==> src/rtl/qdec_axi_pkg.sv <==
// qdec_axi_pkg: bus widths, response codes, FSM states and request/response bundles for qdec register banks
package qdec_axi_pkg;
  localparam int R_AWID = 32;
  localparam int R_DWID = 32;
  localparam int R_IDW = 4;
  localparam logic [R_DWID-1:0] REG_BAD_DATA = 32'hDEAD_ADDE;
  typedef enum logic [1:0] {AXI_OKAY = 2'b00, AXI_EXOKAY = 2'b01, AXI_SLVERR = 2'b10, AXI_DECERR = 2'b11} t_AXI_RESP_e;
  typedef enum logic [2:0] {WR_IDLE, WR_HAVE_AW, WR_HAVE_W, WR_ISSUE, WR_RESP} t_reg_wfsm_e;
  typedef enum logic [1:0] {RD_IDLE, RD_ISSUE, RD_WAIT, RD_RESP} t_reg_rfsm_e;
  typedef struct packed {
    logic              clk_en;
    logic              awvalid;
    logic [R_AWID-1:0] awaddr;
    logic [R_IDW-1:0]  awid;
    logic              wvalid;
    logic [R_DWID-1:0] wdata;
    logic [R_DWID/8-1:0] wstrb;
    logic              bready;
    logic              arvalid;
    logic [R_AWID-1:0] araddr;
    logic [R_IDW-1:0]  arid;
    logic              rready;
  } t_reg_req_s;
  typedef struct packed {
    logic              awready;
    logic              wready;
    logic              bvalid;
    logic [R_IDW-1:0]  bid;
    t_AXI_RESP_e       bresp;
    logic              arready;
    logic              rvalid;
    logic [R_IDW-1:0]  rid;
    logic [R_DWID-1:0] rdata;
    t_AXI_RESP_e       rresp;
  } t_reg_resp_s;
  // 33-bit compare so a bank ending at the top of the address space does not wrap
  function automatic logic in_range(input logic [R_AWID-1:0] addr, input logic [R_AWID-1:0] base, input logic [R_AWID-1:0] span);
    return ({1'b0, addr} >= {1'b0, base}) && ({1'b0, addr} < ({1'b0, base} + {1'b0, span}));
  endfunction
endpackage

==> src/rtl/qdec_reg_rd_timer.sv <==
// qdec_reg_rd_timer: read-wait counter with clear, enable and expire at RD_TIMEOUT
module qdec_reg_rd_timer #(
  parameter int RD_TIMEOUT = 16
) (
  input  logic clk,
  input  logic rst_n,
  input  logic clr,
  input  logic en,
  output logic expire
);
  localparam int CW = $clog2(RD_TIMEOUT + 1);
  logic [CW-1:0] cnt;
  always_ff @(posedge clk or negedge rst_n)
    if (!rst_n) cnt <= '0;
    else if (clr) cnt <= '0;
    else if (en && !expire) cnt <= cnt + 1'b1;
  assign expire = cnt == CW'(RD_TIMEOUT);
endmodule

==> src/rtl/qdec_reg_axi_slv.sv <==
// qdec_reg_axi_slv: AXI register-bus slave turning AW/W/AR traffic into single-cycle register strobes
module qdec_reg_axi_slv
  import qdec_axi_pkg::*;
#(
  parameter logic [31:0] BASE_ADDR = 32'h0000_0000,
  parameter logic [31:0] ADDR_SPAN = 32'h0000_0100,
  parameter int RD_TIMEOUT = 16
) (
  input  logic                clk,
  input  logic                rst_n,
  input  t_reg_req_s          reg_req,
  output t_reg_resp_s         reg_resp,
  output logic                reg_wr_en,
  output logic [R_AWID-1:0]   reg_wr_addr,
  output logic [R_DWID-1:0]   reg_wr_data,
  output logic [R_DWID/8-1:0] reg_wr_strb,
  input  logic                reg_wr_err,
  output logic                reg_rd_en,
  output logic [R_AWID-1:0]   reg_rd_addr,
  input  logic [R_DWID-1:0]   reg_rd_data,
  input  logic                reg_rd_vld
);
  t_reg_wfsm_e ws, ws_nx;
  t_reg_rfsm_e rs, rs_nx;
  logic ce, rdy_ok, aw_rdy, w_rdy, ar_rdy, aw_hs, w_hs, ar_hs;
  logic wr_ok, rd_ok, rd_hold, rd_take, expire;
  logic [R_AWID-1:0] aw_addr, ar_addr;
  logic [R_IDW-1:0] aw_id, ar_id;
  logic [R_DWID-1:0] w_data, r_data;
  logic [R_DWID/8-1:0] w_strb;
  t_AXI_RESP_e b_resp, r_resp;
  assign ce = reg_req.clk_en;
  assign aw_rdy = rdy_ok && ce && (ws == WR_IDLE || ws == WR_HAVE_W);
  assign w_rdy = rdy_ok && ce && (ws == WR_IDLE || ws == WR_HAVE_AW);
  assign ar_rdy = rdy_ok && ce && rs == RD_IDLE;
  assign aw_hs = aw_rdy && reg_req.awvalid;
  assign w_hs = w_rdy && reg_req.wvalid;
  assign ar_hs = ar_rdy && reg_req.arvalid;
  assign wr_ok = in_range(aw_addr, BASE_ADDR, ADDR_SPAN);
  assign rd_ok = in_range(ar_addr, BASE_ADDR, ADDR_SPAN);
  // a write strobe in flight holds the read strobe back one cycle
  assign rd_hold = ws == WR_ISSUE;
  assign rd_take = reg_rd_vld && ((ce && rs == RD_WAIT) || reg_rd_en);
  qdec_reg_rd_timer #(.RD_TIMEOUT(RD_TIMEOUT)) u_timer (
    .clk(clk), .rst_n(rst_n), .clr(ce && rs != RD_WAIT), .en(ce), .expire(expire)
  );
  always_ff @(posedge clk or negedge rst_n)
    if (!rst_n) begin
      ws <= WR_IDLE;
      rs <= RD_IDLE;
      rdy_ok <= 1'b0;
    end else begin
      ws <= ws_nx;
      rs <= rs_nx;
      rdy_ok <= 1'b1;
    end
  always_comb begin
    ws_nx = ws;
    if (ce)
      case (ws)
        WR_IDLE:    ws_nx = (aw_hs && w_hs) ? WR_ISSUE : aw_hs ? WR_HAVE_AW : w_hs ? WR_HAVE_W : WR_IDLE;
        WR_HAVE_AW: ws_nx = w_hs ? WR_ISSUE : WR_HAVE_AW;
        WR_HAVE_W:  ws_nx = aw_hs ? WR_ISSUE : WR_HAVE_W;
        WR_ISSUE:   ws_nx = WR_RESP;
        WR_RESP:    ws_nx = reg_req.bready ? WR_IDLE : WR_RESP;
        default:    ws_nx = WR_IDLE;
      endcase
  end
  always_comb begin
    rs_nx = rs;
    if (ce)
      case (rs)
        RD_IDLE:  rs_nx = ar_hs ? RD_ISSUE : RD_IDLE;
        RD_ISSUE: rs_nx = rd_hold ? RD_ISSUE : (!rd_ok || rd_take) ? RD_RESP : RD_WAIT;
        RD_WAIT:  rs_nx = (rd_take || expire) ? RD_RESP : RD_WAIT;
        RD_RESP:  rs_nx = reg_req.rready ? RD_IDLE : RD_RESP;
        default:  rs_nx = RD_IDLE;
      endcase
  end
  always_ff @(posedge clk or negedge rst_n)
    if (!rst_n) begin
      aw_addr <= '0;
      aw_id <= '0;
      w_data <= '0;
      w_strb <= '0;
      ar_addr <= '0;
      ar_id <= '0;
      b_resp <= AXI_OKAY;
      r_resp <= AXI_OKAY;
      r_data <= '0;
    end else if (ce) begin
      if (aw_hs) begin
        aw_addr <= reg_req.awaddr;
        aw_id <= reg_req.awid;
      end
      if (w_hs) begin
        w_data <= reg_req.wdata;
        w_strb <= reg_req.wstrb;
      end
      if (ar_hs) begin
        ar_addr <= reg_req.araddr;
        ar_id <= reg_req.arid;
      end
      if (ws == WR_ISSUE) b_resp <= !wr_ok ? AXI_DECERR : reg_wr_err ? AXI_SLVERR : AXI_OKAY;
      if (rs != RD_RESP && rs_nx == RD_RESP) begin
        r_data <= rd_take ? reg_rd_data : REG_BAD_DATA;
        r_resp <= rd_take ? AXI_OKAY : rd_ok ? AXI_SLVERR : AXI_DECERR;
      end
    end
  always_comb begin
    reg_wr_en = ce && ws == WR_ISSUE && wr_ok;
    reg_wr_addr = reg_wr_en ? {aw_addr[R_AWID-1:2] - BASE_ADDR[R_AWID-1:2], 2'b00} : '0;
    reg_wr_data = reg_wr_en ? w_data : '0;
    reg_wr_strb = reg_wr_en ? w_strb : '0;
    reg_rd_en = ce && rs == RD_ISSUE && !rd_hold && rd_ok;
    reg_rd_addr = reg_rd_en ? {ar_addr[R_AWID-1:2] - BASE_ADDR[R_AWID-1:2], 2'b00} : '0;
    reg_resp.awready = aw_rdy;
    reg_resp.wready = w_rdy;
    reg_resp.bvalid = ws == WR_RESP;
    reg_resp.bid = aw_id;
    reg_resp.bresp = b_resp;
    reg_resp.arready = ar_rdy;
    reg_resp.rvalid = rs == RD_RESP;
    reg_resp.rid = ar_id;
    reg_resp.rdata = r_data;
    reg_resp.rresp = r_resp;
  end
endmodule
==> config.mk <==
export PLATFORM = sky130hd
export DESIGN_NAME = qdec_reg_axi_slv
export DESIGN_NICKNAME = d
export VERILOG_FILES = /design/src/rtl/qdec_axi_pkg.sv /design/src/rtl/qdec_reg_rd_timer.sv /design/src/rtl/qdec_reg_axi_slv.sv
export SDC_FILE = /design/constraint.sdc
export NUM_CORES = 1
export LEC_CHECK = 0
export BUFFER_PORTS_ARGS = -buffer_cell sky130_fd_sc_hd__buf_4
export CAP_MARGIN = 20
export CORE_AREA = 2 2 122 124
export DETAILED_ROUTE_END_ITERATION = 8
export DIE_AREA = 0 0 124 126
export PLACE_DENSITY = 0.9
export SLEW_MARGIN = 20
export SYNTH_ARGS = -nofsm -noshare
export SYNTH_HDL_FRONTEND = slang
export SYNTH_HIERARCHICAL = 1
export SYNTH_SLANG_ARGS = --single-unit
==> constraint.sdc <==
create_clock -name clk -period 2.75 [get_ports clk]
set_input_delay 0 -clock clk [delete_from_list [all_inputs] [get_ports clk]]
set_output_delay 0 -clock clk [all_outputs]
set_load 0.02 [all_outputs]
# After elaboration in Yosys (flattened, before gate mapping)
# Cells that the tools add are included.
[classes]
n_addsub = 1
order_cmp = 2
n_eq_ne = 11
n_mux = 25
reduce_logical = 34
[ops]
columns = ["op", "count"]
rows = [
  ["$mux W32", 4],
  ["$lt A32 B9 Y1 const B", 2],
  ["$mux W2", 10],
  ["$logic_and A1 B1 Y1", 18],
  ["$pmux W3 S5", 1],
  ["$mux W5", 2],
  ["$reduce_and A2 Y1", 5],
  ["$pmux W2 S4", 1],
  ["$eq A2 B2 Y1 const B", 3],
  ["$eq A3 B2 Y1 const B", 2],
  ["$add A5 B1 Y5 const B", 1],
  ["$eq A5 B5 Y1 const B", 1],
  ["$logic_or A1 B1 Y1", 5],
  ["$mux W1", 5],
  ["$mux W4", 1],
  ["$ne A2 B2 Y1 const B", 2],
  ["$eq A3 B1 Y1 const B", 1],
  ["$eq A3 B3 Y1 const B", 1],
  ["$logic_not A1 Y1", 3],
  ["$logic_not A3 Y1", 1],
  ["$mux W3", 1],
  ["$eq A2 B1 Y1 const B", 1],
  ["$logic_not A2 Y1", 1],
  ["$reduce_bool A2 Y1", 1],
]
[totals]
regBits = 155
input_bits = 150
output_inout_bits = 151
word_cells = 86

# Longest topological paths before layout
# Gate-level depths: netlist of the first run.
[depth]
word_depth = 14
depth_mapped = 9
depth_no_buf = 8

# Modules after synthesis
# Netlist of the first run, hierarchy kept.
[modules_own_cells]
columns = ["mod", "n_inst", "cells_per_inst", "area_each_um2", "seq_area_each_um2"]
rows = [
  ["qdec_reg_axi_slv", 1, 481, 6327.3, 3653.5],
  ["qdec_reg_rd_timer", 1, 27, 280.3, 125.1],
]

# Worst setup path after synthesis of the first run
# OpenSTA, ideal clock, no wires.
[synth_timing]
path_type = "flip-flop to flip-flop"
startpoint = "register ar_addr[18]"
endpoint = "register r_data[18]"
setup_time_ps = 121
arrival_ps = 2010
required_ps = 2629
path_slack_ps = 619
stages_incl_launch_ff = 7
path_buffers = 1
period_less_slack_ps = 2131
path_cell_list = "dfrtp_1 -> nor4_1 -> nand4_1 -> nor3_2 -> o21ai_1 -> clkbuf_1 -> o22a_1"
[synth_between]
elab_chain_cells = 12
elab_cells_between_ends = 16
cone_classes = "order compare (1); eq/ne (1); mux (6); reduce/logical (8)"
[synth_lines]
columns = ["item", "line_no", "rtl"]
rows = [
  ["start, declared", "qdec_reg_axi_slv.sv:27", "logic [R_AWID-1:0] aw_addr, ar_addr;"],
  ["start signal, assigned", "qdec_reg_axi_slv.sv:101", "ar_addr <= reg_req.araddr;"],
  ["$lt A32 B9 Y1 (*)", "qdec_axi_pkg.sv:38", "return ({1'b0, addr} >= {1'b0, base}) && ({1'b0, addr} < ({1'b0, base} + {1'b0, span}));"],
  ["$logic_and A1 B1 Y1 (*)", "qdec_reg_axi_slv.sv:115", "reg_rd_en = ce && rs == RD_ISSUE && !rd_hold && rd_ok;"],
  ["via reg_rd_en", "qdec_reg_axi_slv.sv:18", "output logic reg_rd_en,"],
  ["$logic_or A1 B1 Y1 (*)", "qdec_reg_axi_slv.sv:43", "assign rd_take = reg_rd_vld && ((ce && rs == RD_WAIT) || reg_rd_en);"],
  ["$logic_and A1 B1 Y1 (*)", "qdec_reg_axi_slv.sv:43", ""],
  ["$logic_or A1 B1 Y1", "qdec_reg_axi_slv.sv:74", "RD_ISSUE: rs_nx = rd_hold ? RD_ISSUE : (!rd_ok || rd_take) ? RD_RESP : RD_WAIT;"],
  ["$mux W1", "qdec_reg_axi_slv.sv:74", ""],
  ["$mux W2", "qdec_reg_axi_slv.sv:74", ""],
  ["$pmux W2 S4", "qdec_reg_axi_slv.sv:72", "case (rs)"],
  ["$mux W2", "qdec_reg_axi_slv.sv:71", "if (ce)"],
  ["$eq A2 B2 Y1", "qdec_reg_axi_slv.sv:105", "if (rs != RD_RESP && rs_nx == RD_RESP) begin"],
  ["$logic_and A1 B1 Y1", "qdec_reg_axi_slv.sv:105", ""],
  ["$reduce_and A2 Y1 (no source line)", "--", ""],
  ["end signal, assigned", "qdec_reg_axi_slv.sv:106", "r_data <= rd_take ? reg_rd_data : REG_BAD_DATA;"],
  ["end, declared", "qdec_reg_axi_slv.sv:29", "logic [R_DWID-1:0] w_data, r_data;"],
]
# Mark *: on every way through the listed nets, which the timed path passes. The rest lies on a longest branch.
# A chain may end at the register's enable or synchronous reset.

# Final worst setup path of the first run
[layout_timing]
startpoint = "register ar_addr[17]"
endpoint = "register rs[0]"
[layout_between]
elab_chain_cells = 9
elab_cells_between_ends = 12
cone_classes = "order compare (1); mux (5); reduce/logical (6)"
[layout_lines]
columns = ["item", "line_no", "rtl"]
rows = [
  ["$lt A32 B9 Y1 (*)", "qdec_axi_pkg.sv:38", ""],
  ["$logic_and A1 B1 Y1", "qdec_reg_axi_slv.sv:115", ""],
  ["$logic_or A1 B1 Y1", "qdec_reg_axi_slv.sv:43", ""],
  ["$logic_and A1 B1 Y1", "qdec_reg_axi_slv.sv:43", ""],
  ["$logic_or A1 B1 Y1", "qdec_reg_axi_slv.sv:74", ""],
  ["$mux W1", "qdec_reg_axi_slv.sv:74", ""],
  ["$mux W2", "qdec_reg_axi_slv.sv:74", ""],
  ["$pmux W2 S4 (*)", "qdec_reg_axi_slv.sv:72", ""],
  ["$mux W2 (*)", "qdec_reg_axi_slv.sv:71", ""],
  ["via rs_nx[0]", "qdec_reg_axi_slv.sv:24", "t_reg_rfsm_e rs, rs_nx;"],
  ["end signal, assigned", "qdec_reg_axi_slv.sv:54", "rs <= rs_nx;"],
  ["end, declared", "qdec_reg_axi_slv.sv:24", ""],
]
# Marks and branches as above.

==> results.sh, run 1 <==
export IMPL_setup_violations=0
export IMPL_required_ps=3100
export IMPL_start_util_pct=46.2
export IMPL_io_pins=301
export IMPL_fillers=866
export IMPL_antenna_found_initial=1
export IMPL_drt_iter0_markers=216
export IMPL_grt_max_degree=65
export IMPL_p_leak_nw=5.01
export IMPL_pre_cts_ws_ps=298
export IMPL_row_count=44
export IMPL_cp_slowest_cell="dlygate4sd3_1"
export IMPL_placed_cells=923
export IMPL_rsz0062_at_grt="false"
export IMPL_fin_nets=1056
export IMPL_gp_congestion=0.731
export IMPL_synth_cell_types=41
export IMPL_fin_cells=1102
export IMPL_hold_depth=3
export IMPL_irDropWorstVdd_v=0.000539
export IMPL_crit_path_end_kind="flip-flop"
export IMPL_crit_path_start_kind="flip-flop"
export IMPL_io_buffers=244
export IMPL_synthArstFlopShare_pct=100
export IMPL_die_area_sq_um=15600
export IMPL_synth_top_area_share_pct=57.2
export IMPL_slew_headroom_pct=55.9
export IMPL_first_global_vias=6047
export IMPL_cp_data_arrival_time_ps=2940
export IMPL_area_growth_pct=59.2
export IMPL_synth_edf_count=0
export IMPL_via_count=5479
export IMPL_crit_path_cell_trace="nor4_1, nand4_1, o311a_1, o211a_1, o21ai_0, dlygate4sd3_1"
export IMPL_dpl_hpwl_um=11300
export IMPL_grt_pass1_wl_um=31300
export IMPL_critical_path_buf_inv_count=1
export IMPL_dr_pass1_iters=4
export IMPL_r2r_worst_path_cells=6
export IMPL_die_height_um=126
export IMPL_cts_tree="done"
export IMPL_synthFlopType="dfrtp_1"
export IMPL_ctsHtreeMaxLevel=4
export IMPL_synth_seq_cells=151
export IMPL_grt_ovfl_total=0
export IMPL_insertion_delay_ps=410
export IMPL_clock_path_buffers=2
export IMPL_hold_viol_final=0
export IMPL_drtAntennaViolNets=0
export IMPL_path_clk_slew_ps=70
export IMPL_period_share_pct=94.3
export IMPL_drc=0
export IMPL_cts_root_buf="clkbuf_16"
export IMPL_min_period_ps=2590
export IMPL_crit_type="reg -> reg"
export IMPL_drt_vias_per_instance=4.97
export IMPL_yosys_warnings=6
export IMPL_finalClockSkew_ps=9.59
export IMPL_drt_total_wl_um=20100
export IMPL_synth_area_per_cell_sq_um=13.0
export IMPL_power_density_nw_per_um2=879
export IMPL_drive_gt1_share_pct=43.5
export IMPL_synthCells=508
export IMPL_min_path_type="in -> reg"
export IMPL_grt_use_total_pct=26.4
export IMPL_cts_sinks=151
export IMPL_crit_family="compound AO/OA/AOI/OAI gates"
export IMPL_crit_fanout=4
export IMPL_cpPeakStageDelay_ps=580
export IMPL_cap_violations=0
export IMPL_clock_fmax_mhz=386
export IMPL_tightest_slew_ps=659
export IMPL_wl_per_cell_um=18.3
export IMPL_multi_input_area_sq_um=2500
export IMPL_yosysTopAreaCell="dfrtp_1"
export IMPL_die_x_um=124
export IMPL_setup_tns_final_ps=0
export IMPL_synth_area_sq_um=6610
export IMPL_worst_path_stages=6
export IMPL_design_core_area_sq_um=14300
export IMPL_cts_inserted_buffers=17
export IMPL_status="complete, no violations"
export IMPL_seq_area_frac_synth_pct=57.2
export IMPL_synth_area_top_cells="dfrtp_1 57%, mux2_2 18%, buf_4 6.2%"
export IMPL_finalMaxSlewViolations=0
export IMPL_regArea_sq_um=3780
export IMPL_worst_slack_ps=156
-- stage by stage --
stage | power (W) | utilization (%) | instance area [sq um] | hold WS [ps]
final | 0.00925 | 73.5 | 10500 | 63.6
after CTS | 0.00914 | 73.5 | 10500 | 43.7
after floorplan | 0.00554 | - | 6800 | -296
after global routing | 0.00972 | 73.5 | 10500 | 48.1
after global placement | 0.00642 | 59.1 | 8470 | 23.3
after detailed placement | 0.00660 | 59.1 | 8470 | 29.4
-- placed cells by master, fill, tap and decap left out, drive strengths merged, types with 2 or more instances in the layout --
cell | netlist | layout
a21oi | 7 | 7
a22o | 10 | 10
and2 | 50 | 50
buf | 59 | 255
bufinv | 0 | 2
clkbuf | 16 | 18
clkinv | 0 | 3
clkinvlp | 0 | 5
conb | 2 | 53
dfrtp | 151 | 151
dlygate4sd3 | 0 | 146
ha | 2 | 2
inv | 6 | 10
mux2 | 106 | 106
nand2 | 18 | 18
nand2b | 3 | 3
nand4 | 4 | 4
nor2 | 10 | 10
nor2b | 2 | 2
nor3 | 5 | 5
nor4 | 12 | 12
o21ai | 6 | 6
o22a | 22 | 22
or2 | 2 | 2
xor2 | 2 | 2
-- sequential cells by signal, indices dropped and copies added (netlist names) --
signal,flops
ar_addr,30
ar_id,4
aw_addr,30
aw_id,4
b_resp,2
r_data,32
r_resp,2
rdy_ok,1
rs,2
u_timer/cnt,5
w_data,32
w_strb,4
ws,3
-- Yosys cell counts (2+ instances only) --
| cell | number |
|---|---|
| conb_1 | 2 |
| buf_4 | 55 |
| nand4_1 | 4 |
| nor4_1 | 12 |
| a21oi_1 | 7 |
| a22o_1 | 10 |
| ha_1 | 2 |
| clkbuf_1 | 16 |
| xor2_1 | 2 |
| buf_2 | 3 |
| o21ai_0 | 5 |
| nand2b_1 | 3 |
| nand2_1 | 18 |
| dfrtp_1 | 151 |
| o22a_1 | 22 |
| inv_1 | 6 |
| and2_1 | 50 |
| nor2_1 | 9 |
| nor3_1 | 4 |
| mux2_2 | 106 |
-- power by group --
part / switching, W / total [W] / internal [W]
Sequential: 0.000668 / 0.00394 / 0.00328
Combinational: 0.00136 / 0.00297 / 0.00161
Clock: 0.000969 / 0.00234 / 0.00137
Total: 0.00299 / 0.00925 / 0.00625
-- routing by layer --
layer | vias to the layer above | global-route usage (%) | routed length, um
li1 | 2455 | - | -
met1 | 2695 | 28.8 | 7380
met2 | 272 | 47.3 | 10700
met3 | 57 | 7.02 | 1420
met4 | 0 | 11.9 | 654
met5 | - | 0 | 0
-- worst min-delay path: stages --
cell     delay [ps]
buf_4           100
a21oi_1          80
mux2_2          260
-- logic make-up (layout without fill, tap and decap cells) --
group / Yosys count / after routing / share of synthesized area, %
other: 2 / 54 / 0.114
muxes: 107 / 107 / 18.2
DFF: 151 / 151 / 57.2
buffers and inverters: 81 / 439 / 7.90
xor gates and xnor gates: 2 / 2 / 0.265
adders and majority gates: 2 / 2 / 0.379
AOI/OAI and AO/OA: 51 / 51 / 6.04
and+or+nand+nor: 112 / 112 / 9.90
-- area by class of cell --
type	instances	area share, %
flip-flops and latches	151	35.9
repair buffers	401	32.3
multi-input cells	327	23.8
clock buffers	18	4.18
well taps	184	2.19
clock inverters	14	1.40
inverters	6	0.214
diodes	1	0.0238
-- what timing repair did --
item,4_1_cts,5_1_grt
hold buffers,146,0
hold endpoints to repair,204,0
gates resized for setup,0,0
buffers inserted,0,0
-- worst paths after layout --
check	endpoint	slack, ps	startpoint
setup / recovery	rs[0]$_DFF_PN0_	160	ar_addr[17]$_DFFE_PN0P_
hold / removal	r_resp[0]$_DFFE_PN0P_	60	reg_rd_vld
setup reg to reg	rs[0]$_DFF_PN0_	160	ar_addr[17]$_DFFE_PN0P_
hold reg to reg	r_data[1]$_DFFE_PN0P_	490	r_data[1]$_DFFE_PN0P_
max in group asynchronous	ar_addr[4]$_DFFE_PN0P_	1880	rst_n
min in group asynchronous	aw_addr[11]$_DFFE_PN0P_	120	rst_n
(Power assumes the default switching activity.)
==> run 2, diff against run 1 <==
CTS_BUF_LIST = sky130_fd_sc_hd__clkbuf_16   (was default)
==> run 2 against run 1 <==
Compared with the run above:
- routed wire length up 0.54%
- sequential share of layout area about the same
- critical path depth unchanged
- core utilization down 0.070 points
- die area unchanged
- clock skew about the same
- power down 0.24%
- first-iteration DRC count up 24%
- via count up 0.51%
- cell count unchanged
==> results.sh, run 2 (synthesized netlist as in run 1, its figures left out) <==
export IMPL_cap_violations=0
export IMPL_grt_ovfl_total=0
export IMPL_grt_pass1_wl_um=31500
export IMPL_io_buffers=244
export IMPL_via_count=5507
export IMPL_period_share_pct=93.4
export IMPL_crit_path_start_kind="flip-flop"
export IMPL_finalMaxSlewViolations=0
export IMPL_cp_data_arrival_time_ps=2920
export IMPL_setup_violations=0
export IMPL_crit_path_end_kind="flip-flop"
export IMPL_design_core_area_sq_um=14300
export IMPL_grt_use_total_pct=26.6
export IMPL_gp_congestion=0.731
export IMPL_utilization_pct=73.4
export IMPL_status="complete, no violations"
export IMPL_first_global_vias=6059
export IMPL_crit_family="compound AO/OA/AOI/OAI gates"
export IMPL_io_pins=301
export IMPL_clock_fmax_mhz=389
export IMPL_drt_total_wl_um=20200
export IMPL_placed_cells=923
export IMPL_rsz0062_at_grt="false"
export IMPL_slew_headroom_pct=55.3
export IMPL_crit_path_cell_trace="nor4_1, nand4_1, o311a_1, o211a_1, o21ai_0, dlygate4sd3_1"
export IMPL_drtAntennaViolNets=0
export IMPL_cts_tree="done"
export IMPL_final_cell_mix="253 x buf_4, 151 x dfrtp_1, 146 x dlygate4sd3_1"
export IMPL_finalClockSkew_ps=9.80
export IMPL_drc=0
export IMPL_power_density_nw_per_um2=878
export IMPL_crit_fanout=4
export IMPL_cpPeakStageDelay_ps=570
export IMPL_p_clk_share_pct=25.1
export IMPL_setup_tns_final_ps=0
export IMPL_hold_viol_final=0
export IMPL_finalPower_w=0.00923
export IMPL_min_path_type="in -> reg"
export IMPL_regArea_sq_um=3780
export IMPL_fillers=868
export IMPL_insertion_delay_ps=420
export IMPL_final_area_sq_um=10500
export IMPL_die_x_um=124
export IMPL_irDropWorstVdd_v=0.000535
export IMPL_fin_nets=1056
export IMPL_cts_sinks=151
export IMPL_antenna_found_initial=1
export IMPL_top_regs="r_data x32, w_data x32"
export IMPL_ctsHtreeMaxLevel=4
export IMPL_min_period_ps=2570
export IMPL_cts_root_buf="clkbuf_16"
export IMPL_wl_per_cell_um=18.4
export IMPL_internal_power_w=0.00623
export IMPL_drt_iter0_markers=268
export IMPL_cts_setup_buffers=0
export IMPL_required_ps=3100
export IMPL_area_growth_pct=59.0
export IMPL_cts_inserted_buffers=17
export IMPL_p_leak_nw=5.00
export IMPL_grt_max_degree=65
export IMPL_die_height_um=126
export IMPL_drt_vias_per_instance=5.00
export IMPL_drive_gt1_share_pct=43.4
export IMPL_dr_pass1_iters=4
export IMPL_p_seq_share_pct=42.7
export IMPL_multi_input_area_sq_um=2500
export IMPL_critical_path_buf_inv_count=1
export IMPL_start_util_pct=46.2
export IMPL_row_count=44
export IMPL_crit_type="reg -> reg"
export IMPL_final_common_cell="buf_4"
export IMPL_switching_share_pct=32.5
export IMPL_combPwrFrac_pct=32.2
export IMPL_die_area_sq_um=15600
export IMPL_cp_slowest_cell="dlygate4sd3_1"
export IMPL_p_sw_w=0.00300
export IMPL_dpl_cell_area_sq_um=8470
export IMPL_clock_path_buffers=2
export IMPL_tightest_slew_ps=667
export IMPL_path_clk_slew_ps=70
export IMPL_dpl_hpwl_um=11300
export IMPL_fin_cells=1102
-- run 2: path summary, 6_finish.rpt --
check	from	endpoint	slack [ps]	cells after the start
worst max-delay path	ar_addr[17]$_DFFE_PN0P_	rs[0]$_DFF_PN0_	180	6
worst min-delay path	reg_rd_vld	r_resp[0]$_DFFE_PN0P_	70	3
worst max register to register	ar_addr[17]$_DFFE_PN0P_	rs[0]$_DFF_PN0_	180	6
worst min register to register	r_data[1]$_DFFE_PN0P_	r_data[1]$_DFFE_PN0P_	490	1
max in group asynchronous	rst_n	ar_addr[4]$_DFFE_PN0P_	1880	3
min in group asynchronous	rst_n	aw_addr[2]$_DFFE_PN0P_	110	2
-- run 2: power by group through the flow --
stage / logic, W / registers (W) / clock network, W
finish: 0.00297 / 0.00394 / 0.00231
global route: 0.00320 / 0.00406 / 0.00244
CTS: 0.00290 / 0.00388 / 0.00233
detailed placement: 0.00269 / 0.00391 / 0
global placement: 0.00259 / 0.00383 / 0
floorplan: 0.00147 / 0.00406 / 0
-- run 2: per-layer routing --
| metal | up-vias | part of all wire [%] | track usage (%) |
|---|---|---|---|
| li1 | 2461 | - | - |
| met1 | 2706 | 37 | 29.1 |
| met2 | 286 | 53 | 47.5 |
| met3 | 54 | 7.5 | 7.07 |
| met4 | 0 | 3.2 | 12.1 |
| met5 | - | 0 | 0 |
-- run 2: final cells by class --
cell class	instances	area share, %
clock inverter	15	1.44
antenna	1	0.0238
inverter	6	0.214
tap	184	2.19
clock buffer	17	4.05
sequential	151	36.0
timing repair buffer	401	32.3
multi-input combinational	327	23.8
-- run 2: worst reg2reg max path, stage by stage (launching register included) --
cell and delay (ps):
dfrtp_1 400, nor4_1 350, nand4_1 280, o311a_1 420, o211a_1 290, o21ai_0 190, dlygate4sd3_1 570
-- run 2: per-stage QoR --
step,hold WS (ps),setup WS [ps]
2_1_floorplan,-296,619
3_3_place_gp,23.3,371
3_5_place_dp,29.4,298
4_1_cts,43.7,246
5_1_grt,48.1,51.4
6_report,65.9,182
-- run 2: timing repair --
| item | CTS | global route |
|---|---|---|
| hold buffers | 146 | 0 |
| gates resized for setup | 0 | 0 |
| endpoints found under the hold margin | 204 | 0 |
